File: src/rtl/bcd_seg_pkg.sv
// Shared definitions for the BCD-to-seven-segment encoder: FSM states and
// active-low segment patterns in {dp,g,f,e,d,c,b,a} order.
package bcd_seg_pkg;

    typedef enum logic [1:0] {
        IDLE   = 2'd0,
        SHIFT  = 2'd1,
        ENCODE = 2'd2
    } state_t;

    localparam logic [7:0] SEG_0     = 8'hC0;
    localparam logic [7:0] SEG_1     = 8'hF9;
    localparam logic [7:0] SEG_2     = 8'hA4;
    localparam logic [7:0] SEG_3     = 8'hB0;
    localparam logic [7:0] SEG_4     = 8'h99;
    localparam logic [7:0] SEG_5     = 8'h92;
    localparam logic [7:0] SEG_6     = 8'h82;
    localparam logic [7:0] SEG_7     = 8'hF8;
    localparam logic [7:0] SEG_8     = 8'h80;
    localparam logic [7:0] SEG_9     = 8'h90;
    localparam logic [7:0] SEG_BLANK = 8'hFF;
    localparam logic [7:0] SEG_DASH  = 8'hBF;

    // Seven input bits need seven double-dabble iterations (cnt 0..6).
    localparam logic [2:0] LAST_ITER = 3'd6;

endpackage

File: src/rtl/bcd_seg_encoder_seg7_decode.sv
// Combinational BCD nibble to active-low seven-segment pattern (DP off).
module seg7_decode
    import bcd_seg_pkg::*;
(
    input  logic [3:0] digit,
    output logic [7:0] seg
);

    always_comb begin
        seg = SEG_BLANK;
        case (digit)
            4'd0:    seg = SEG_0;
            4'd1:    seg = SEG_1;
            4'd2:    seg = SEG_2;
            4'd3:    seg = SEG_3;
            4'd4:    seg = SEG_4;
            4'd5:    seg = SEG_5;
            4'd6:    seg = SEG_6;
            4'd7:    seg = SEG_7;
            4'd8:    seg = SEG_8;
            4'd9:    seg = SEG_9;
            default: seg = SEG_BLANK;
        endcase
    end

endmodule

File: src/rtl/bcd_seg_encoder.sv
// Binary (0..99) to two-digit active-low seven-segment patterns using a
// sequential double-dabble conversion and a registered encode stage.
module bcd_seg_encoder
    import bcd_seg_pkg::*;
#(
    parameter bit         BLANK_LZ = 1'b1,
    parameter logic [1:0] DP_MASK  = 2'b00
) (
    input  logic       clk,
    input  logic       rst,
    input  logic [6:0] value,
    input  logic       load,
    output logic       busy,
    output logic       done,
    output logic [7:0] led1,
    output logic [7:0] led2
);

    state_t      state, state_nx;
    logic [3:0]  tens, ones;
    logic [6:0]  bin;
    logic [2:0]  cnt;
    logic        ovf;
    logic        accept, step, encode;
    logic [3:0]  tens_adj, ones_adj;
    logic [7:0]  tens_seg, ones_seg;
    logic [7:0]  led1_nx, led2_nx;

    function automatic logic [3:0] dd_adjust(input logic [3:0] n);
        return (n >= 4'd5) ? n + 4'd3 : n;
    endfunction

    always_ff @(posedge clk or posedge rst) begin
        if (rst) state <= IDLE;
        else     state <= state_nx;
    end

    always_comb begin
        state_nx = state;
        case (state)
            IDLE:    if (load) state_nx = SHIFT;
            SHIFT:   if (cnt == LAST_ITER) state_nx = ENCODE;
            ENCODE:  state_nx = IDLE;
            default: state_nx = IDLE;
        endcase
    end

    always_comb begin
        accept = (state == IDLE) && load;
        step   = (state == SHIFT);
        encode = (state == ENCODE);
        busy   = (state != IDLE);
    end

    // Double-dabble: add-3 correction on each nibble, then shift the whole chain.
    assign tens_adj = dd_adjust(tens);
    assign ones_adj = dd_adjust(ones);

    always_ff @(posedge clk or posedge rst) begin
        if (rst) begin
            tens <= 4'd0;
            ones <= 4'd0;
            bin  <= 7'd0;
            cnt  <= 3'd0;
            ovf  <= 1'b0;
        end else if (accept) begin
            tens <= 4'd0;
            ones <= 4'd0;
            bin  <= value;
            cnt  <= 3'd0;
            ovf  <= (value > 7'd99);
        end else if (step) begin
            {tens, ones, bin} <= {tens_adj[2:0], ones_adj, bin, 1'b0};
            cnt               <= cnt + 3'd1;
        end
    end

    seg7_decode u_ones (.digit(ones), .seg(ones_seg));
    seg7_decode u_tens (.digit(tens), .seg(tens_seg));

    // Overflow shows "--" regardless of blanking; DP applies to every case.
    always_comb begin
        led1_nx = ovf ? SEG_DASH : ones_seg;
        if (ovf)
            led2_nx = SEG_DASH;
        else if (BLANK_LZ && (tens == 4'd0))
            led2_nx = SEG_BLANK;
        else
            led2_nx = tens_seg;
        if (DP_MASK[0]) led1_nx[7] = 1'b0;
        if (DP_MASK[1]) led2_nx[7] = 1'b0;
    end

    always_ff @(posedge clk or posedge rst) begin
        if (rst) begin
            led1 <= SEG_BLANK;
            led2 <= SEG_BLANK;
            done <= 1'b0;
        end else begin
            done <= encode;
            if (encode) begin
                led1 <= led1_nx;
                led2 <= led2_nx;
            end
        end
    end

endmodule

File: config.mk
export PLATFORM = sky130hd
export DESIGN_NAME = bcd_seg_encoder
export DESIGN_NICKNAME = d
export VERILOG_FILES = /design/src/rtl/bcd_seg_pkg.sv /design/src/rtl/bcd_seg_encoder_seg7_decode.sv /design/src/rtl/bcd_seg_encoder.sv
export SDC_FILE = /design/constraint.sdc
export NUM_CORES = 1
export LEC_CHECK = 0
export BUFFER_PORTS_ARGS = -buffer_cell sky130_fd_sc_hd__buf_2
export CAP_MARGIN = 30
export CORE_ASPECT_RATIO = 0.8
export CORE_MARGIN = 8
export CORE_UTILIZATION = 53
export CTS_BUF_LIST = sky130_fd_sc_hd__clkbuf_4
export DETAILED_ROUTE_END_ITERATION = 12
export PLACE_DENSITY = 0.77
export SYNTH_ARGS = -nofsm -noshare
export SYNTH_HDL_FRONTEND = slang
export SYNTH_SLANG_ARGS = --single-unit
File: constraint.sdc
create_clock -name clk -period 1.5 [get_ports clk]
set_input_delay 0.15 -clock clk [delete_from_list [all_inputs] [get_ports clk]]
set_output_delay 0.15 -clock clk [all_outputs]
set_load 0.02 [all_outputs]
-- After elaboration in Yosys (flattened, before gate mapping)
Memories as Yosys holds them, arrays and structs flattened.
Index checks and enable logic that the tools add are counted.
W data, S select, Z words.
- bits in read-only memories: 224
- latch bits: 0
- memories: 2
- logic and storage cells: 44
- bits in registers: 38
- memory bits (writable): 0
- bits of input ports: 10
- output and inout bits: 18
- $mul: 0
- $add $sub $neg: 3
- reduce and logical (&&, ||, !) cells: 6
- shift-type cells: 0
- $lt $le $gt $ge: 3
- bitwise gates (word level): 0
- divide/modulo/power cells: 0
- mux-type cells: 16
- equal/unequal tests: 5
- memories (memory ; depth ; width ; read ports ; clocked after memory_dff ; wr ports ; line ; RTL):
    (name not given) ; 16 ; 7 ; 1 ; 0 ; 0 ; bcd_seg_encoder_seg7_decode.sv:11 ; case (digit)
    (name not given) ; 16 ; 7 ; 1 ; 0 ; 0 ; bcd_seg_encoder_seg7_decode.sv:11 ;
- operator list (cell ; count):
    $mux W8 ; 3
    $mux W4 ; 5
    $mux W7 ; 2
    $mux W3 ; 3
    $ge A4 B3 Y1 const B ; 2
    $gt A7 B7 Y1 const B ; 1
    $add A4 B2 Y4 const B ; 1
    $logic_not A4 Y1 ; 1
    $mux W2 ; 2
    $pmux W2 S2 ; 1
    $reduce_bool A2 Y1 ; 2
    $add A3 B1 Y3 const B ; 1
    $add A3 B2 Y3 const B ; 1
    $eq A3 B3 Y1 const B ; 1
    $eq A2 B1 Y1 const B ; 1
    $eq A2 B2 Y1 const B ; 1
    $logic_not A2 Y1 ; 1
    $ne A2 B1 Y1 const B ; 1
    $ne A2 B2 Y1 const B ; 1
    $reduce_and A2 Y1 ; 1
    $logic_and A1 B1 Y1 ; 1

-- Logic depth before layout (Yosys ltp)
Gate-level depths: netlist of the first run.
- word-level depth: 4
- depth in mapped cells: 6
- mapped depth without buffers: 5

-- Cells and area by module
From an unflattened synthesis of the first run, not the netlist that was laid out.
- cells, all modules: 250
- area total of the unflattened synthesis: 2240.9 µm²
- by module, submodules not included (module ; cells each ; seq. area each (µm²) ; area an instance (µm²) ; instances):
    bcd_seg_encoder ; 180 ; 970.9 ; 1798.0 ; 1
    seg7_decode ; 35 ; 0.0 ; 221.5 ; 2

-- Worst setup path after synthesis of the first run
Ideal clock, no wire load.
- path type: flip-flop to flip-flop
- start: register ones[0]
- end: register tens[0]
- cell stages (with the launch flop): 6
- library setup time: 0.095 ns
- clock period less this slack: 1.395 ns
- arrival time: 1.300 ns
- buffers on the path: 0
- slack: 0.105 ns
- data required time: 1.405 ns
- path through: dfrtp_1 -> inv_1 -> ha_1 -> nor2b_1 -> o21a_1 -> o31ai_1
- word-level cells in the longest chain between the ends: 4
- elaborated cells between the ends (all ways): 5
- those cells by class: add/sub: 1; order compare: 1; mux: 3
- RTL lines (element ; line ; RTL):
    start: declaration ; bcd_seg_encoder.sv:20 ; logic [3:0] tens, ones;
    start signal: assignment ; bcd_seg_encoder.sv:73 ; {tens, ones, bin} <= {tens_adj[2:0], ones_adj, bin, 1'b0};
    $add A4 B2 Y4 or $ge A4 B3 Y1 (tied branches) ; bcd_seg_encoder.sv:30 ; return (n >= 4'd5) ? n + 4'd3 : n;
    $mux W4 * ; bcd_seg_encoder.sv:30 ;
    $mux W4 * ; bcd_seg_encoder.sv:72 ; end else if (step) begin
    $mux W4 * ; bcd_seg_encoder.sv:66 ; end else if (accept) begin
    end signal: assignment ; bcd_seg_encoder.sv:73 ;
    end: declaration ; bcd_seg_encoder.sv:20 ;
Mark *: on every way between the ends. The rest lies on a longest branch, timed or not. The select of a mux whose other input is x is not followed.
A chain may end at the register's enable or synchronous reset.

-- Worst setup path after layout of the first run
- start: register tens[0]
- end: register tens[1]
- word-level cells in the longest chain between the ends: 4
- elaborated cells between the ends (all ways): 5
- those cells by class: add/sub: 1; order compare: 1; mux: 3
- RTL lines (element ; line):
    $ge A4 B3 Y1 or $add A3 B2 Y3 (tied branches) ; bcd_seg_encoder.sv:30
    $mux W3 * ; bcd_seg_encoder.sv:30
    $mux W4 * ; bcd_seg_encoder.sv:72
    $mux W4 * ; bcd_seg_encoder.sv:66
Marks and branches as above.

==> flow_summary.json, run 1 <==
{
  "p_per_area_mw_per_mm2": 2189,
  "drtIter0Drc": 98,
  "worst-path-max-fanout": 5,
  "synth.cell_area_sq_mm": 0.002032,
  "yosys.area.top_type_share": 0.2709,
  "htree_num_levels": 2,
  "fin_ws_ns": 0.06560,
  "slew_viol_final": 0,
  "root_buffer": "clkbuf_4",
  "overflow": 0,
  "wl_um": 4266,
  "ff2ff_path_depth": 5,
  "async_flop_share": 1.000,
  "die_x_um": 85.23,
  "power_w": 0.005388,
  "dieArea_sq_mm": 0.006083,
  "cts_num_sinks": 36,
  "fin_tns_setup_ns": 0,
  "n_fill_cell": 281,
  "ir_drop_v": 0.001332,
  "path_class": "reg2reg",
  "clkTransAtPathRegs_ns": 0.12,
  "startpoint": "tens[0]",
  "finalHoldViolations": 0,
  "clockBufferDepth": 2,
  "avgViaCountPerCell": 5.620,
  "yosysWarnings": 0,
  "initial_core_util": 0.5450,
  "start_kind": "flip-flop",
  "synth_sequential_area_ratio": 0.4520,
  "maxCapViolCount": 0,
  "nets": 275,
  "r2r-start": "tens[0]",
  "yosys_register_bits": 36,
  "syn_inst": 204,
  "port_buffers": 25,
  "grt_max_degree": 37,
  "core_sq_mm": 0.003729,
  "yosys-top-cells-area": "dfrtp_1 (27%), dfstp_2 (18%), ha_1 (9.2%)",
  "place_ws_ns": 0.02809,
  "ys.flop_type": "dfrtp_1",
  "leakage_nw": 1.126,
  "min_period_over_period": 0.9563,
  "cp.arrival_ns": 1.65,
  "clock_latency_ns": 0.35,
  "r2r_slack_ns": 0.07,
  "drc_errors": 0,
  "firstDrtPassIters": 4,
  "status": "finished clean",
  "setup_violations": 0,
  "dp_hpwl_um": 3004,
  "grt_pass1_wl_um": 7224,
  "tritoncts.num_buffers": 5,
  "yosysUniqueCellTypes": 43,
  "finish.utilization": 0.6601,
  "worst_ep_required_time_ns": 1.71,
  "gp_congestion": 0.8524,
  "synth_edf_count": 0,
  "wl_per_cell_um": 14.46,
  "num_io_pins": 28,
  "fmax_ghz": 0.6972,
  "drive_above_1_share": 0.3187,
  "antenna_left": 0,
  "r2r-end": "tens[1]",
  "grt_usage": 0.1475,
  "synth_common_cells": "nand2_1 (24), dfrtp_1 (22), ha_1 (15), dfstp_2 (14), o21ai_0 (14)",
  "tritoncts": "yes",
  "die_height_um": 71.38,
  "antenna_found_initial": 0,
  "endpoint": "tens[1]",
  "first_global_vias": 1565,
  "yosys.area.top_type": "dfrtp_1",
  "vias": 1658,
  "finalCriticalPeriod_ns": 1.434,
  "fin_skew_ns": 0.01350,
  "cp-end-kind": "flip-flop",
  "diodes": 0,
  "yosysMostFrequentCell": "nand2_1",
  "syn_area_per_cell_sq_um": 9.961,
  "area_delta_synth_final_pct": 21.12,
  "fp-row-count": 20,
  "hp-class": "in2reg"
}
## flip-flops by register name, indices dropped and copies added (netlist names)
register and cells:
bin 7, led1 7, led2 7, ones 4, tens 4, cnt 3, state 2, done 1
ovf 1
## final cells by class
cell class	count	area [sq um]	share of cell area
tap	44	55.05	0.02237
inverter	13	48.80	0.01983
clock inverter	2	35.03	0.01423
multi-input combinational	145	1032	0.4194
timing repair buffer	49	325.3	0.1322
clock buffer	6	45.04	0.01830
sequential	36	919.6	0.3737
## cell usage in the layout, fill, tap and decap left out, types with 3 or more instances in the layout
master,count
o22a_1,9
buf_2,24
nor2b_1,4
a22o_1,3
a22oi_1,5
o21ai_0,14
clkbuf_4,6
dfstp_2,14
a21oi_1,7
o2111ai_1,4
a31oi_1,4
nand2b_1,10
buf_4,21
nand2_1,24
dfrtp_1,21
and2_1,3
ha_1,14
nor2_1,7
o211ai_1,7
inv_1,11
## stage by stage
stage               cells  cell area, sq um  hold WS, ns
floorplan             205              2036       0.3066
global placement      278              2267       0.2701
detailed placement    278              2267       0.2706
CTS                   289              2405      0.08513
global route          295              2461      0.09740
finish                295              2461      0.09196
## what timing repair did
action                                  CTS  global route
pin swaps                                 0             7
endpoints found under the setup margin    6            14
gates cloned                              0             0
endpoints found under the hold margin    22             0
gates resized for setup                   7             5
setup buffers                             2             6
hold buffers                              1             0
## layer usage
metal / vias up / global-route usage / part of all wire
met4: 0 / 0.06496 / 0.014
met1: 806 / 0.1860 / 0.48
met5: - / 0 / 0
li1: 814 / - / -
met3: 9 / 0.03657 / 0.037
met2: 29 / 0.2336 / 0.47
## worst max-delay path, cell delays in order, from the launching register on
cell and delay, ns:
dfrtp_1 0.42, buf_4 0.16, ha_1 0.23, nor2b_1 0.20, o21a_1 0.17, o211ai_1 0.12
## how the worst min path moves through the flow
stage,from,to,slack (ns),cells past startpoint
after CTS,value[0],bin[0],0.09,3
after detailed placement,rst,tens[1],0.27,3
final,value[0],bin[0],0.09,3
after global placement,rst,tens[1],0.27,3
after floorplan,rst,bin[0],0.31,1
after global routing,value[0],bin[0],0.1,3
## logic make-up (layout without fill, tap and decap cells)
group | Yosys count | count (layout) | synth area share
simple gates | 61 | 61 | 0.1583
fa+ha+maj | 15 | 15 | 0.09236
flops | 36 | 36 | 0.4520
buf+inv | 24 | 70 | 0.05418
other cells | 1 | 2 | 0.001846
xor+xnor | 1 | 1 | 0.004311
mux | 2 | 2 | 0.01047
compound gates | 64 | 64 | 0.2266
## where the power goes
part	switching [W]	internal, W	leakage, nW	total (W)
Combinational	0.00155	0.00130	0.652	0.00285
Clock	0.000335	0.000368	0.0456	0.000703
Sequential	0.000310	0.00152	0.428	0.00183
Power figures use the tool's default switching activity.
==> run 2, diff against run 1 <==
- CORE_UTILIZATION: 53 -> 54
- PLACE_DENSITY: 0.77 -> 0.78
- SYNTH_HIERARCHICAL: not set -> 1
==> run 2 against run 1 <==
Effect of this change:
- utilization fell by 2.8 points
- cell area rose by 4.5%
- clock skew fell by 0.0013 ns
- worst hold slack improved by 0.012 ns
- critical path depth fell by 2
- maximum frequency fell by 0.44%
- area after synthesis rose by 10%
- critical path type is now reg2out
==> flow_summary.json, run 2 <==
{
  "start_kind": "flip-flop",
  "tritoncts": "yes",
  "cp.arrival_ns": 1.29,
  "p_clk_frac": 0.095,
  "finalHoldViolations": 0,
  "setup_violations": 0,
  "syn_inst": 250,
  "initial_core_util": 0.5502,
  "synth_top_family_by_area": "compound AO/OA/AOI/OAI gates",
  "async_flop_share": 1.000,
  "synth_common_cells": "nand2_1 (33), o21ai_0 (31), dfrtp_1 (22), nor2_1 (21), inv_1 (17)",
  "cts_num_sinks": 38,
  "worst_ep_required_time_ns": 1.35,
  "switchingPower_w": 0.002450,
  "nets": 309,
  "dieArea_sq_mm": 0.006480,
  "slew_viol_final": 0,
  "cp_slowest_stage_delay_ns": 0.44,
  "p_per_area_mw_per_mm2": 2152,
  "htree_num_levels": 2,
  "die_x_um": 88.02,
  "reg.largest.list": "led1 (8), led2 (8), bin (7)",
  "synth.cell_area_sq_mm": 0.002241,
  "grtUsageMet2": 0.2475,
  "yosys.area.top_type_share": 0.2457,
  "fp-row-count": 21,
  "dp_hpwl_um": 3163,
  "gp_congestion": 0.8331,
  "fmax_ghz": 0.6941,
  "n_fill_cell": 346,
  "yosys.area.top_type": "dfrtp_1",
  "place_ws_ns": -0.01002,
  "final_common_cell": "nand2_1",
  "tritoncts.num_buffers": 5,
  "finalCriticalPeriod_ns": 1.441,
  "synth_edf_count": 0,
  "antenna_found_initial": 0,
  "muxShareOfSynthArea": 0.005025,
  "clock_latency_ns": 0.35,
  "firstDrtPassIters": 4,
  "ys.flop_type": "dfrtp_1",
  "drive_above_1_share": 0.2852,
  "globalRoute.busiestLayer": "met2",
  "clkTransAtPathRegs_ns": 0.11,
  "synth_compound_area_frac": 0.2094,
  "vias": 1816,
  "drc_errors": 0,
  "yosys-top-cells-area": "dfrtp_1 (25%), dfstp_2 (19%), ha_1 (8.9%)",
  "grt_usage": 0.1571,
  "drtIter0Drc": 127,
  "area_delta_synth_final_pct": 14.80,
  "path_common_cell": "buf_6",
  "syn_nets": 276,
  "grt_pass1_wl_um": 8121,
  "num_io_pins": 28,
  "fin_ws_ns": 0.05919,
  "wl_per_cell_um": 13.52,
  "fin_skew_ns": 0.01220,
  "die_height_um": 73.62,
  "yosysMostFrequentCell": "nand2_1",
  "rsz0062_at_grt": "yes",
  "yosys.area_share.simple": 0.1820,
  "maxCapViolCount": 0,
  "worst-path-max-fanout": 7,
  "min_period_over_period": 0.9605,
  "grt_max_degree": 39,
  "hp-class": "in2reg",
  "synthAdderAreaFrac": 0.08934,
  "worstPathCellList": "buf_6 > or2_4 > buf_6",
  "overflow": 0,
  "yosysWarnings": 6,
  "grt_util_met1": 0.2041,
  "p_comb_frac": 0.547,
  "clockBufferDepth": 2,
  "syn_area_per_cell_sq_um": 8.964,
  "diodes": 0,
  "cp_slowest_cell": "dfrtp_2",
  "leakage_nw": 1.178,
  "yosys.area_share.xor_xnor": 0.003908,
  "root_buffer": "clkbuf_4",
  "core_sq_mm": 0.004073,
  "use_met3": 0.03687,
  "port_buffers": 27,
  "wl_um": 4612,
  "finish.utilization": 0.6316,
  "synth_sequential_area_ratio": 0.4333,
  "ir_drop_v": 0.001101,
  "crit_family": "flip-flops",
  "yosys_register_bits": 38,
  "first_global_vias": 1796,
  "cp-end-kind": "output pin",
  "layout_common_cells": "nand2_1 (33), o21ai_0 (28), buf_2 (26), nor2_1 (21), dfrtp_1 (19)",
  "antenna_left": 0,
  "yosysUniqueCellTypes": 40,
  "critPathBufInv": 2,
  "avgViaCountPerCell": 5.326,
  "path_class": "reg2out",
  "p_int_w": 0.003087,
  "power_frac_seq": 0.358,
  "status": "finished clean",
  "swShare": 0.4425
}
==> run 2: cell types whose count changed after synthesis, moves of 5 or more <==
cell and delta:
nand2_1 +9, o21ai_0 +17, nor2_1 +14, inv_1 +5
==> run 2: layer usage <==
layer  routed length [um]  part of all wire
met5                    0                 0
met4                   62             0.013
met3                  253             0.055
met2                 2083              0.45
met1                 2213              0.48
==> run 2: power groups by stage <==
stage	registers (W)	clock network (W)	logic [W]
2_1_floorplan	0.00218	0	0.00190
3_3_place_gp	0.00198	0	0.00275
4_1_cts	0.00198	0.000549	0.00289
5_1_grt	0.00206	0.000596	0.00342
3_5_place_dp	0.00200	0	0.00282
6_report	0.00198	0.000525	0.00303
==> run 2: stage by stage <==
step	total power (W)	hold slack [ns]	TNS (ns)	cell area [sq um]	std cells
after CTS	0.005423	0.09121	0	2529	340
final	0.005536	0.1040	0	2572	341
after detailed placement	0.004824	0.2923	-0.01002	2435	329
after floorplan	0.004083	0.3305	-0.06370	2243	250
after global placement	0.004726	0.2870	0	2435	329
after global routing	0.006076	0.1090	-0.09979	2572	341
==> run 2: cell families after synthesis <==
group           after synthesis
simple gates                 84
compound gates               74
flops                        38
buf+inv                      34
fa+ha+maj                    16
other cells                   2
xor+xnor                      1
mux                           1
==> run 2: what timing repair did <==
action / 4_1_cts / 5_1_grt
pin swaps: 0 / 2
endpoints found under the hold margin: 22 / 0
gates resized for setup: 6 / 14
setup endpoints to repair: 3 / 27
hold buffers: 1 / 0
buffers inserted: 2 / 1
==> run 2: worst paths after layout <==
kind                               start  slack [ns]  cells after the start        to
worst min register to register   led1[4]        0.47                      2   led1[4]
max in group asynchronous            rst        0.71                      4  state[1]
min in group asynchronous            rst        0.44                      4      done
worst min-delay path            value[0]        0.10                      3    bin[0]
worst max-delay path            state[1]        0.06                      3      busy
worst max register to register   tens[1]        0.06                      7   led2[0]
==> run 2: area by class of cell <==
cell class	instances	area, sq um	share of cell area
inverters	18	71.32	0.02772
multi-input cells	178	1134	0.4407
clock inverters	3	16.27	0.006323
well taps	57	71.32	0.02772
repair buffers	42	267.8	0.1041
clock buffers	5	37.54	0.01459
flip-flops and latches	38	974.7	0.3789
==> run 2: tightest hold or removal path: cells and delay by family <==
kind                   cells  cell delay (ns)
buffers and inverters      1             0.07
AOI/OAI and AO/OA          2             0.19
==> run 3, diff against run 2 <==
- MAX_ROUTING_LAYER: not set -> met4
==> run 3 against run 2 <==
Effect of this change:
- global-route usage up 0.42 points
- power is 0.13% lower
- sequential power about the same
- cell count unchanged
- die area is the same
- clock power hardly changed
- routed wire length decreased by 0.74%
- via count is 0.83% lower
- maximum frequency down 0.36%
- worst setup slack lost 0.0052 ns
- critical path type unchanged
- largest power group unchanged
- highest routed layer unchanged
==> flow_summary.json, run 3 (synthesis results as in run 2) <==
{
  "hold_start": "value[0]",
  "path_common_cell": "buf_6",
  "r2r-start": "tens[1]",
  "tritoncts.num_buffers": 5,
  "startpoint": "state[1]",
  "die_x_um": 88.02,
  "worst-path-max-fanout": 7,
  "core_sq_mm": 0.004073,
  "p_per_area_mw_per_mm2": 2149,
  "vias": 1801,
  "cp-end-kind": "output pin",
  "fmax_ghz": 0.6915,
  "start_kind": "flip-flop",
  "min_period_over_period": 0.9640,
  "cp.arrival_ns": 1.30,
  "overflow": 0,
  "antenna_left": 0,
  "finalCriticalPeriod_ns": 1.446,
  "clockBufferDepth": 2,
  "power_w": 0.005529,
  "dieArea_sq_mm": 0.006480,
  "wl_per_cell_um": 13.43,
  "gp_congestion": 0.8459,
  "cp_slowest_cell": "dfrtp_2",
  "reg.largest.list": "led1 (8), led2 (8), bin (7)",
  "grt_usage": 0.1613,
  "wl_um": 4578,
  "rsz0062_at_grt": "yes",
  "htree_num_levels": 2,
  "finalHoldViolations": 0,
  "area_delta_synth_final_pct": 14.80,
  "path_class": "reg2out",
  "worst_ep_required_time_ns": 1.35,
  "maxCapViolCount": 0,
  "firstDrtPassIters": 4,
  "status": "finished clean",
  "final_common_cell": "nand2_1",
  "cts_num_sinks": 38,
  "antenna_found_initial": 0,
  "fp-row-count": 21,
  "worstPathCellList": "buf_6 > or2_4 > buf_6",
  "layout_common_cells": "nand2_1 (33), o21ai_0 (28), buf_2 (26), nor2_1 (21), dfrtp_1 (19)",
  "drtIter0Drc": 137,
  "port_buffers": 27,
  "diodes": 0,
  "initial_core_util": 0.5502,
  "grt_pass1_wl_um": 8128,
  "root_buffer": "clkbuf_4",
  "num_io_pins": 28,
  "fin_hold_ws_ns": 0.09373,
  "setup_violations": 0,
  "drc_errors": 0,
  "leakage_nw": 1.178,
  "hp-class": "in2reg",
  "clkTransAtPathRegs_ns": 0.11,
  "clock_latency_ns": 0.36,
  "first_global_vias": 1796,
  "nets": 309,
  "slew_viol_final": 0,
  "fin_skew_ns": 0.01165,
  "drive_above_1_share": 0.2852,
  "grt_max_degree": 39,
  "dp_hpwl_um": 3163,
  "ir_drop_v": 0.001103,
  "tritoncts": "yes",
  "cp_slowest_stage_delay_ns": 0.44,
  "avgViaCountPerCell": 5.282,
  "die_height_um": 73.62
}
run 3: cell counts in the layout (fill, tap and decap cells not counted):
Identical to the previous run, type by type.
run 3: worst paths after layout:
path	slack [ns]	endpoint	cells past startpoint
setup / recovery	0.05	busy	3
hold / removal	0.09	bin[0]	3
setup reg to reg	0.07	led2[0]	7
hold reg to reg	0.47	led1[4]	2
max in group asynchronous	0.72	state[1]	4
min in group asynchronous	0.43	done	4
run 3: timing repair:
item | in CTS | in global routing
pin swaps | 0 | 2
endpoints found under the hold margin | 22 | 0
buffers inserted | 2 | 1
gates resized for setup | 6 | 14
setup endpoints to repair | 3 | 27
hold buffers | 1 | 0
run 3: through the flow:
step / utilization / setup WS, ns / instance area (sq um) / std cells / setup TNS, ns
final: 0.6316 / 0.05397 / 2572 / 341 / 0
after global routing: 0.6316 / -0.04483 / 2572 / 341 / -0.09998
after CTS: 0.6209 / 0.002468 / 2529 / 340 / 0
after detailed placement: 0.5978 / -0.01002 / 2435 / 329 / -0.01002
after global placement: 0.5978 / 0.06750 / 2435 / 329 / 0
after floorplan: - / -0.01062 / 2243 / 250 / -0.06370
run 3: critical path: cells and delay by family (launching register included):
kind          cells  cell delay (ns)
buf+inv           2             0.26
simple gates      1             0.24
flops             1             0.44
run 3: layer usage:
metal	routed length [um]	vias to the layer above	track usage
li1	-	911	-
met1	2163	833	0.2055
met2	2065	50	0.2475
met3	291	7	0.03464
met4	57	0	0.05607
met5	0	-	-
run 3: final cells by class:
type                       instances  area, sq um
timing repair buffer              42        267.8
multi-input combinational        178         1134
inverter                          18        71.32
tap                               57        71.32
clock inverter                     3        16.27
clock buffer                       5        37.54
sequential                        38        974.7
fill                             346         1500
run 3: report_power, final:
part / internal (W) / leakage (nW) / switching (W)
sequential: 0.00161 / 0.447 / 0.000372
clock: 0.000174 / 0.0286 / 0.000354
combinational: 0.00130 / 0.702 / 0.00172
